**src/rtl/uart_tx_cfg.sv**
```systemverilog
// Configurable UART transmitter: 5..9 data bits, none/even/odd/mark parity,
// one or two stop bits, bit timing from an external oversample strobe.
module uart_tx_cfg #(
    parameter int unsigned DATA_BITS  = 8,
    parameter int unsigned OVERSAMPLE = 16
) (
    input  logic                 clk,
    input  logic                 rstN,
    input  logic                 s_tick,
    input  logic                 tx_valid,
    output logic                 tx_ready,
    input  logic [DATA_BITS-1:0] tx_in,
    input  logic [1:0]           parity_mode,
    input  logic                 stop2,
    output logic                 busy,
    output logic                 done,
    output logic                 err,
    output logic                 tx_out
);

    localparam int unsigned TICK_W = $clog2(OVERSAMPLE) + 1;
    localparam int unsigned BIT_W  = $clog2(DATA_BITS + 1);
    localparam logic [TICK_W-1:0] TICK_LAST = TICK_W'(OVERSAMPLE - 1);
    localparam logic [BIT_W-1:0]  BIT_LAST  = BIT_W'(DATA_BITS - 1);

    typedef enum logic [2:0] {
        StIdle,
        StStart,
        StData,
        StParity,
        StStop
    } state_t;

    state_t                state;
    logic [TICK_W-1:0]     tick_cnt;
    logic [BIT_W-1:0]      bit_cnt;
    logic [DATA_BITS-1:0]  shreg;
    logic                  par_en;
    logic                  par_bit;
    logic                  stop2_q;
    logic                  bit_end;

    // A bit period closes on the OVERSAMPLE-th tick seen since the bit began.
    assign bit_end  = s_tick && (tick_cnt == TICK_LAST);
    assign tx_ready = (state == StIdle);

    // Frame sequencer; every output except tx_ready is a flop.
    always_ff @(posedge clk or posedge rstN) begin
        if (rstN) begin
            state    <= StIdle;
            tick_cnt <= '0;
            bit_cnt  <= '0;
            shreg    <= '0;
            par_en   <= 1'b0;
            par_bit  <= 1'b0;
            stop2_q  <= 1'b0;
            tx_out   <= 1'b1;
            busy     <= 1'b0;
            done     <= 1'b0;
            err      <= 1'b0;
        end else begin
            done <= 1'b0;
            // Overrun: a request while a frame is in flight is dropped and flagged.
            err  <= tx_valid && (state != StIdle);
            // The tick on the accepting edge is not counted (counter only runs off IDLE).
            if ((state != StIdle) && s_tick) begin
                tick_cnt <= bit_end ? '0 : tick_cnt + 1'b1;
            end
            unique case (state)
                StIdle: begin
                    tx_out <= 1'b1;
                    if (tx_valid) begin
                        shreg    <= tx_in;
                        par_en   <= (parity_mode != 2'b00);
                        par_bit  <= (parity_mode == 2'b01) ? ^tx_in :
                                    (parity_mode == 2'b10) ? ~^tx_in : 1'b1;
                        stop2_q  <= stop2;
                        tick_cnt <= '0;
                        bit_cnt  <= '0;
                        tx_out   <= 1'b0;
                        busy     <= 1'b1;
                        state    <= StStart;
                    end
                end
                StStart: begin
                    if (bit_end) begin
                        tx_out <= shreg[0];
                        shreg  <= shreg >> 1;
                        state  <= StData;
                    end
                end
                StData: begin
                    if (bit_end) begin
                        if (bit_cnt == BIT_LAST) begin
                            bit_cnt <= '0;
                            if (par_en) begin
                                tx_out <= par_bit;
                                state  <= StParity;
                            end else begin
                                tx_out <= 1'b1;
                                state  <= StStop;
                            end
                        end else begin
                            bit_cnt <= bit_cnt + 1'b1;
                            tx_out  <= shreg[0];
                            shreg   <= shreg >> 1;
                        end
                    end
                end
                StParity: begin
                    if (bit_end) begin
                        tx_out <= 1'b1;
                        state  <= StStop;
                    end
                end
                StStop: begin
                    if (bit_end) begin
                        // bit_cnt enters STOP at zero and marks the first of two stop bits.
                        if (stop2_q && (bit_cnt == '0)) begin
                            bit_cnt <= BIT_W'(1);
                        end else begin
                            bit_cnt <= '0;
                            busy    <= 1'b0;
                            done    <= 1'b1;
                            state   <= StIdle;
                        end
                    end
                end
                default: begin
                    state  <= StIdle;
                    tx_out <= 1'b1;
                    busy   <= 1'b0;
                end
            endcase
        end
    end

endmodule

```
**config.mk**
```make
export PLATFORM = sky130hd
export DESIGN_NAME = uart_tx_cfg
export DESIGN_NICKNAME = d
export VERILOG_FILES = /design/src/rtl/uart_tx_cfg.sv
export SDC_FILE = /design/constraint.sdc
export NUM_CORES = 1
export LEC_CHECK = 0
export BUFFER_PORTS_ARGS = -buffer_cell sky130_fd_sc_hd__buf_2
export CAP_MARGIN = 20
export CORE_AREA = 5 5 63 65
export DETAILED_ROUTE_END_ITERATION = 8
export DIE_AREA = 0 0 68 70
export PLACE_DENSITY = 0.8
export REMOVE_ABC_BUFFERS = 1
export SETUP_SLACK_MARGIN = 0.4
export SLEW_MARGIN = 25
export SYNTH_ARGS = -nofsm -noshare
export SYNTH_HDL_FRONTEND = slang
export SYNTH_SLANG_ARGS = --single-unit
```
**constraint.sdc**
```tcl
create_clock -name clk -period 1.7 [get_ports clk]
set_input_delay 0.17 -clock clk [delete_from_list [all_inputs] [get_ports clk]]
set_output_delay 0.17 -clock clk [all_outputs]
set_load 0.05 [all_outputs]
```
# --- Word level (Yosys, flattened, before mapping) ---
# Cells that the tools add are included.
op_classes:
  addsub: 2
  n_eq_ne: 16
  n_mux: 40
  bitwise_logic: 2
  n_reduce_logical: 19
op_table:
  columns: ["cell", "n"]
  rows:
  - ["$mux W8", 4]
  - ["$mux W3", 8]
  - ["$pmux W8 S3", 1]
  - ["$mux W5", 4]
  - ["$mux W4", 4]
  - ["$ne A2 B2 Y1 const B", 8]
  - ["$mux W1", 15]
  - ["$pmux W3 S5", 1]
  - ["$pmux W4 S3", 1]
  - ["$reduce_and A4 Y1", 3]
  - ["$reduce_bool A3 Y1", 3]
  - ["$reduce_xnor A8 Y1", 1]
  - ["$reduce_xor A8 Y1", 1]
  - ["$reduce_and A7 Y1", 1]
  - ["$eq A3 B2 Y1 const B", 2]
  - ["$add A5 B1 Y5 const B", 1]
  - ["$eq A5 B4 Y1 const B", 1]
  - ["$pmux W1 S5", 1]
  - ["$reduce_and A5 Y1", 1]
  - ["$add A4 B1 Y4 const B", 1]
  - ["$eq A4 B3 Y1 const B", 1]
  - ["$logic_and A1 B1 Y1", 4]
  - ["$logic_not A4 Y1", 1]
  - ["$eq A3 B1 Y1 const B", 1]
  - ["other kinds (9)", 10]
totals:
  reg_bits: 27
  input_bits: 15
  output_inout_bits: 5

# --- Longest topological paths before layout ---
logic_depth:
  depth_word: 6
  ltp_mapped: 7

# --- Worst setup path after synthesis ---
# Ideal clock, no wire load.
synth_timing:
  path_type: "register to register"
  startpoint: "reg tick_cnt[0]"
  endpoint: "reg shreg[0]"
  setup_time_ps: 125
  arrival_time_ps: 1720
  setup_slack_ps: -144
  stages_incl_launch_ff: 7
  period_less_slack_ps: 1844
  cell_sequence: "dfrtp_1 ha_1 nand4_4 o31ai_1 a32oi_2 nor2_4 mux2_2"
synth_between:
  elab_chain_cells: 4
  word_cells_on_any_way: 5
  classes_between: "eq/ne: 3; reduce/logical: 2"
synth_rtl:
  columns: ["element", "line", "source"]
  rows:
  - ["start, declared", "35", "logic [TICK_W-1:0] tick_cnt;"]
  - ["start signal, assigned", "67", "tick_cnt <= bit_end ? '0 : tick_cnt + 1'b1;"]
  - ["$eq A5 B4 Y1 (*)", "44", "assign bit_end = s_tick && (tick_cnt == TICK_LAST);"]
  - ["$logic_and A1 B1 Y1 (*)", "44", null]
  - ["$ne A2 B2 Y1 (no source line)", null, null]
  - ["$reduce_and A5 Y1 (no source line) (*)", null, null]
  - ["end signal, assigned", "73", "shreg <= tx_in;"]
  - ["end signal, assigned", "88", "shreg <= shreg >> 1;"]
  - ["end signal, assigned", "106", "shreg <= shreg >> 1;"]
  - ["end, declared", "37", "logic [DATA_BITS-1:0] shreg;"]
# Mark *: on every way between the ends. The rest lies on a longest branch, timed or not.
# A chain may end at the register's enable or synchronous reset.

# --- Final worst setup path ---
layout_timing:
  startpoint: "reg tick_cnt[1]"
  endpoint: "reg bit_cnt[3]"
layout_between:
  elab_chain_cells: 4
  word_cells_on_any_way: 5
  classes_between: "eq/ne: 3; reduce/logical: 2"
layout_rtl:
  columns: ["element", "line", "source"]
  rows:
  - ["$eq A5 B4 Y1 (*)", "44", null]
  - ["$logic_and A1 B1 Y1 (*)", "44", null]
  - ["$ne A2 B2 Y1 (no source line)", null, null]
  - ["$reduce_and A4 Y1 (no source line) (*)", null, null]
  - ["end signal, assigned", "104", "bit_cnt <= bit_cnt + 1'b1;"]
  - ["end, declared", "36", "logic [BIT_W-1:0] bit_cnt;"]
# Marks and branches as above.

==> impl_summary.md <==
Clocking
Clock tree synthesis selected as its root buffer the cell clkbuf_4. The clock latency on the worst-skew pair is 0.34 ns. Clock-pin slew was measured on the worst setup and hold paths at approximately 0.15 ns. The longest clock path from root to sink contains 2 buffers.

Clock tree synthesis found a total of 27 sinks. The maximum level of the CTS H-tree is 1. The clock tree from TritonCTS is done. The number of buffers created by CTS is 3.

Critical path
The worst setup path is of the register to register kind. In this run the critical register-to-register path is launched from tick_cnt[1]. The arrival time at the worst endpoint is 2.11 ns. The slack of the worst reg-to-reg path is -0.15 ns. The worst setup path endpoint is bit_cnt[3]. Traced cell by cell, the critical path runs through ha_4, nand4_4, buf_6, nor3_1, mux2i_1, or2_1, a211o_1. STA classifies the critical path startpoint as a register. Along the worst path, the maximum fanout reaches 4. The critical path's largest stage delay is 0.43 ns. At the worst endpoint, the required time is a little under 2 ns. Tracing the worst setup path back leads to its startpoint at tick_cnt[1]. The endpoint kind of the worst setup timing path is a register. Counting cells, the worst reg-to-reg path comes to 7. The critical register-to-register path endpoint is bit_cnt[3].

The slowest stage of the critical path is the dfrtp_1 cell.

Logic synthesis
The area fraction in compound gates after synthesis is 0.167. By area the synthesized netlist is led by dfrtp_1 40%, mux2_2 10%, xnor2_1 4.3%. In the synthesized netlist, the cells that appear most often are 26 x dfrtp_1, 15 x mux2_2, 12 x nand2_1. The cell area after technology mapping is 1620 um^2. The fraction of synthesized cell area taken by the top area cell type is 0.401.

Of the total synthesized cell area, the portion taken by AND, OR, NAND and NOR gates is 0.187. dfrtp_1 is the most common cell in the netlist. Of the total synthesized cell area, the portion taken by full adders, half adders and majority gates is 0.0231. The XOR/XNOR share of the synthesized area is 0.0432. The count of state elements after synthesis is 27. The count of unique library cells instantiated by Yosys is between 50 and 60. The largest family of logic cells by synthesized area is simple AND/OR/NAND/NOR gates. The sequential area share after synthesis is 0.417. The total of warnings raised by yosys is 0. After synthesis, the share of flip-flops with an asynchronous set or reset is 1.00.

The cell taking the most area after synthesis is dfrtp_1. The number of enable flip-flop cells after synthesis is 0. The most used flip-flop cell after synthesis is dfrtp_1. Dividing the synthesized area by the synthesized cell count gives 10.3 um^2. The number of instances in the synthesized netlist is ~160. The multiplexer share of the synthesized area is 0.110.

Timing
Headroom to the max-slew limit came out at 0.691. Setup repair after global routing could not meet its margin everywhere. The number of max-slew violations in the final report came to 0. The count of endpoints failing hold in the final timing report is 0. The total negative slack for setup checks is -1.34 ns. Across all hold checks on the routed design, the worst slack comes to between 0.06 and 0.07 ns. Clock skew on the completed layout was measured at 0.00169 ns.

Setup violations remaining at the end of the flow were counted as 14. The post-route clock period utilization is 1.09. For this run, the top clock speed supported by timing is 539 MHz. The post-route worst setup slack is -0.154 ns.

At the pin with the least slew margin, the transition time is 0.463 ns. The final critical path time including I/O delays and setup is roughly 1.9 ns.

Drt
Using the TritonRoute via totals, the vias-per-cell ratio works out to between 5 and 6. In the routed design, unresolved DRC markers number 0. The count of vias placed by the detailed router is between 1.5k and 2k. The antenna violation net count after detailed routing is 0. After detailed routing, the average wire length per cell comes to 18.6 um. The pre-antenna-repair detailed-routing pass consisted of 4 iterations.

The total detailed-routing wirelength is 5060 um. In this run, the number of DRC markers left after iteration 0 of detailed routing was roughly 170.

GRT
The initial antenna violation count was 0. The first global-routing pass estimated approximately 7500 um of wire. The met3 routing resource usage after global routing is 0.0369. The remaining global-route overflow is 0. The via count of the first global-routing pass is between 1.5k and 2k. The layer flagged by global routing as most heavily used is met2. The largest net degree at the start of global routing is 17.

For met2 alone, demand over resource in global routing was 0.333. The global-route usage over all layers is 0.199. In the global route stage, met1 resource usage came out at 0.259.

Cells and area
Relative to the synthesized area, the layout overhead comes to 53.2%. After filler insertion, the fill cell instance count of the layout stands at roughly 190. The share of final-layout standard cells stronger than drive strength 1 is 0.580. The antenna diode instance count is 0. After the flow finishes, the layout carries non-filler instances totaling ~270. The final layout contains roughly 250 nets.

Pwr
For this design the total switching power over the nets is about 1.3 mW. Of the total power, the share spent switching nets is 0.391. The completed layout was analyzed and its total power is 3.45 mW. The power density normalized to cell area is about 1400 nW/um^2. The worst supply voltage drop on vdd is ~1.1 mV. The relative contribution of sequential cells to total power is 0.305. The logic gate share of total power is 0.607. Summed over all cells, the static leakage comes to about 1.1 nW.

The internal portion of the total power is around 2.1 mW. Of the total power, the clock network draws 0.088.

Die
The floorplan has 21 rows. The initial utilization of the core area, before any placement, comes to 0.494. The area of the die is about 4800 um^2. In this run the vertical extent of the chip is roughly 70 um. The count of pins on the block boundary is 20. The area of the core region is around 3300 um^2. Measured along the x axis, the die boundary spans about 68 um.

Placed design
The global placer's final weighted congestion is about 0.93. The half-perimeter wire length of the detailed placement result is 2970 um. Buffers placed on the I/O ports in this run total 19. In this run, placement finished with an instance count of between 200 and 250.

Hold path
The type of the tightest min-delay check is primary input to register.

Run status
The flow ran to the end, but the final reports show violations. The checks that failed: negative setup slack.

Flow run
The number of max-cap violations is 0.
-- power groups by stage --
stage	Sequential, mW	Combinational, mW	Clock [mW]
6_report	1.05	2.09	0.305
5_1_grt	1.07	2.24	0.330
4_1_cts	1.01	1.78	0.285
3_5_place_dp	1.02	1.36	0
3_3_place_gp	1.01	1.29	0
2_1_floorplan	1.08	0.767	0
-- layout by cell type (no fill, tap or decap), types with 4 or more instances in the layout --
cell,count
mux2_4,8
nand2_1,10
xnor2_1,8
inv_1,5
mux2_2,7
buf_4,35
buf_2,17
o21ai_1,4
nor2_1,7
nor3_1,4
dfrtp_1,25
o31ai_2,4
buf_6,17
-- sequential cells by signal, indices dropped and copies added (netlist names) --
| name | cells |
|---|---|
| tick_cnt | 5 |
| shreg | 8 |
| bit_cnt | 4 |
| state | 3 |
| tx_out | 1 |
| err | 1 |
| busy | 1 |
| done | 1 |
| stop2_q | 1 |
| par_en | 1 |
| par_bit | 1 |
-- worst min-delay path by stage --
stage                     startpoint           to  slack, ns  cells past startpoint
final                          stop2      stop2_q       0.07                      2
after global routing           stop2      stop2_q       0.06                      2
after CTS                      stop2      stop2_q       0.08                      2
after detailed placement        rstN  tick_cnt[1]       0.20                      2
after floorplan                 rstN   bit_cnt[0]       0.22                      1
after global placement          rstN  tick_cnt[1]       0.19                      2
-- routing by layer --
metal	routed length [um]	share of wire	vias up
met5	0	0	-
met4	134	0.026	0
met3	251	0.050	15
met2	2580	0.51	59
met1	2100	0.41	789
li1	-	-	711
-- logic make-up after synthesis --
| family | count (synthesis) |
|---|---|
| simple gates | 51 |
| compound gates | 37 |
| flops | 27 |
| mux | 16 |
| buf+inv | 15 |
| xor+xnor | 8 |
| fa+ha+maj | 3 |
-- through the flow --
step	setup slack (ns)	cell area (um^2)	util
after global routing	-0.215	2480	0.757
after floorplan	-0.167	1570	-
after global placement	-0.113	1940	0.590
after CTS	-0.119	2200	0.671
after detailed placement	-0.246	1940	0.590
final	-0.154	2480	0.757
-- final cells by class --
type	instances	area (um^2)	area share
multi-input cells	115	1110	0.445
clock buffers	4	26.3	0.0106
well taps	46	57.6	0.0232
repair buffers	72	584	0.235
inverters	8	32.5	0.0131
flip-flops and latches	27	678	0.273
-- critical path, delay by kind of cell (launching register included) --
family,cells,cell delay (ns)
buffers and inverters,1,0.17
AOI/OAI and AO/OA,1,0.29
and+or+nand+nor,3,0.57
adders and majority gates,1,0.17
muxes,1,0.14
DFF,1,0.43
-- timing repair --
| action | in CTS | in global routing |
|---|---|---|
| gates resized for setup | 39 | 39 |
| setup buffers | 9 | 14 |
| pin swaps | 5 | 12 |
| gates cloned | 0 | 0 |
| hold buffers | 1 | 0 |
| endpoints found under the setup margin | 28 | 29 |
| endpoints found under the hold margin | 10 | 0 |
Note: power is estimated with default switching activity, not from simulation.
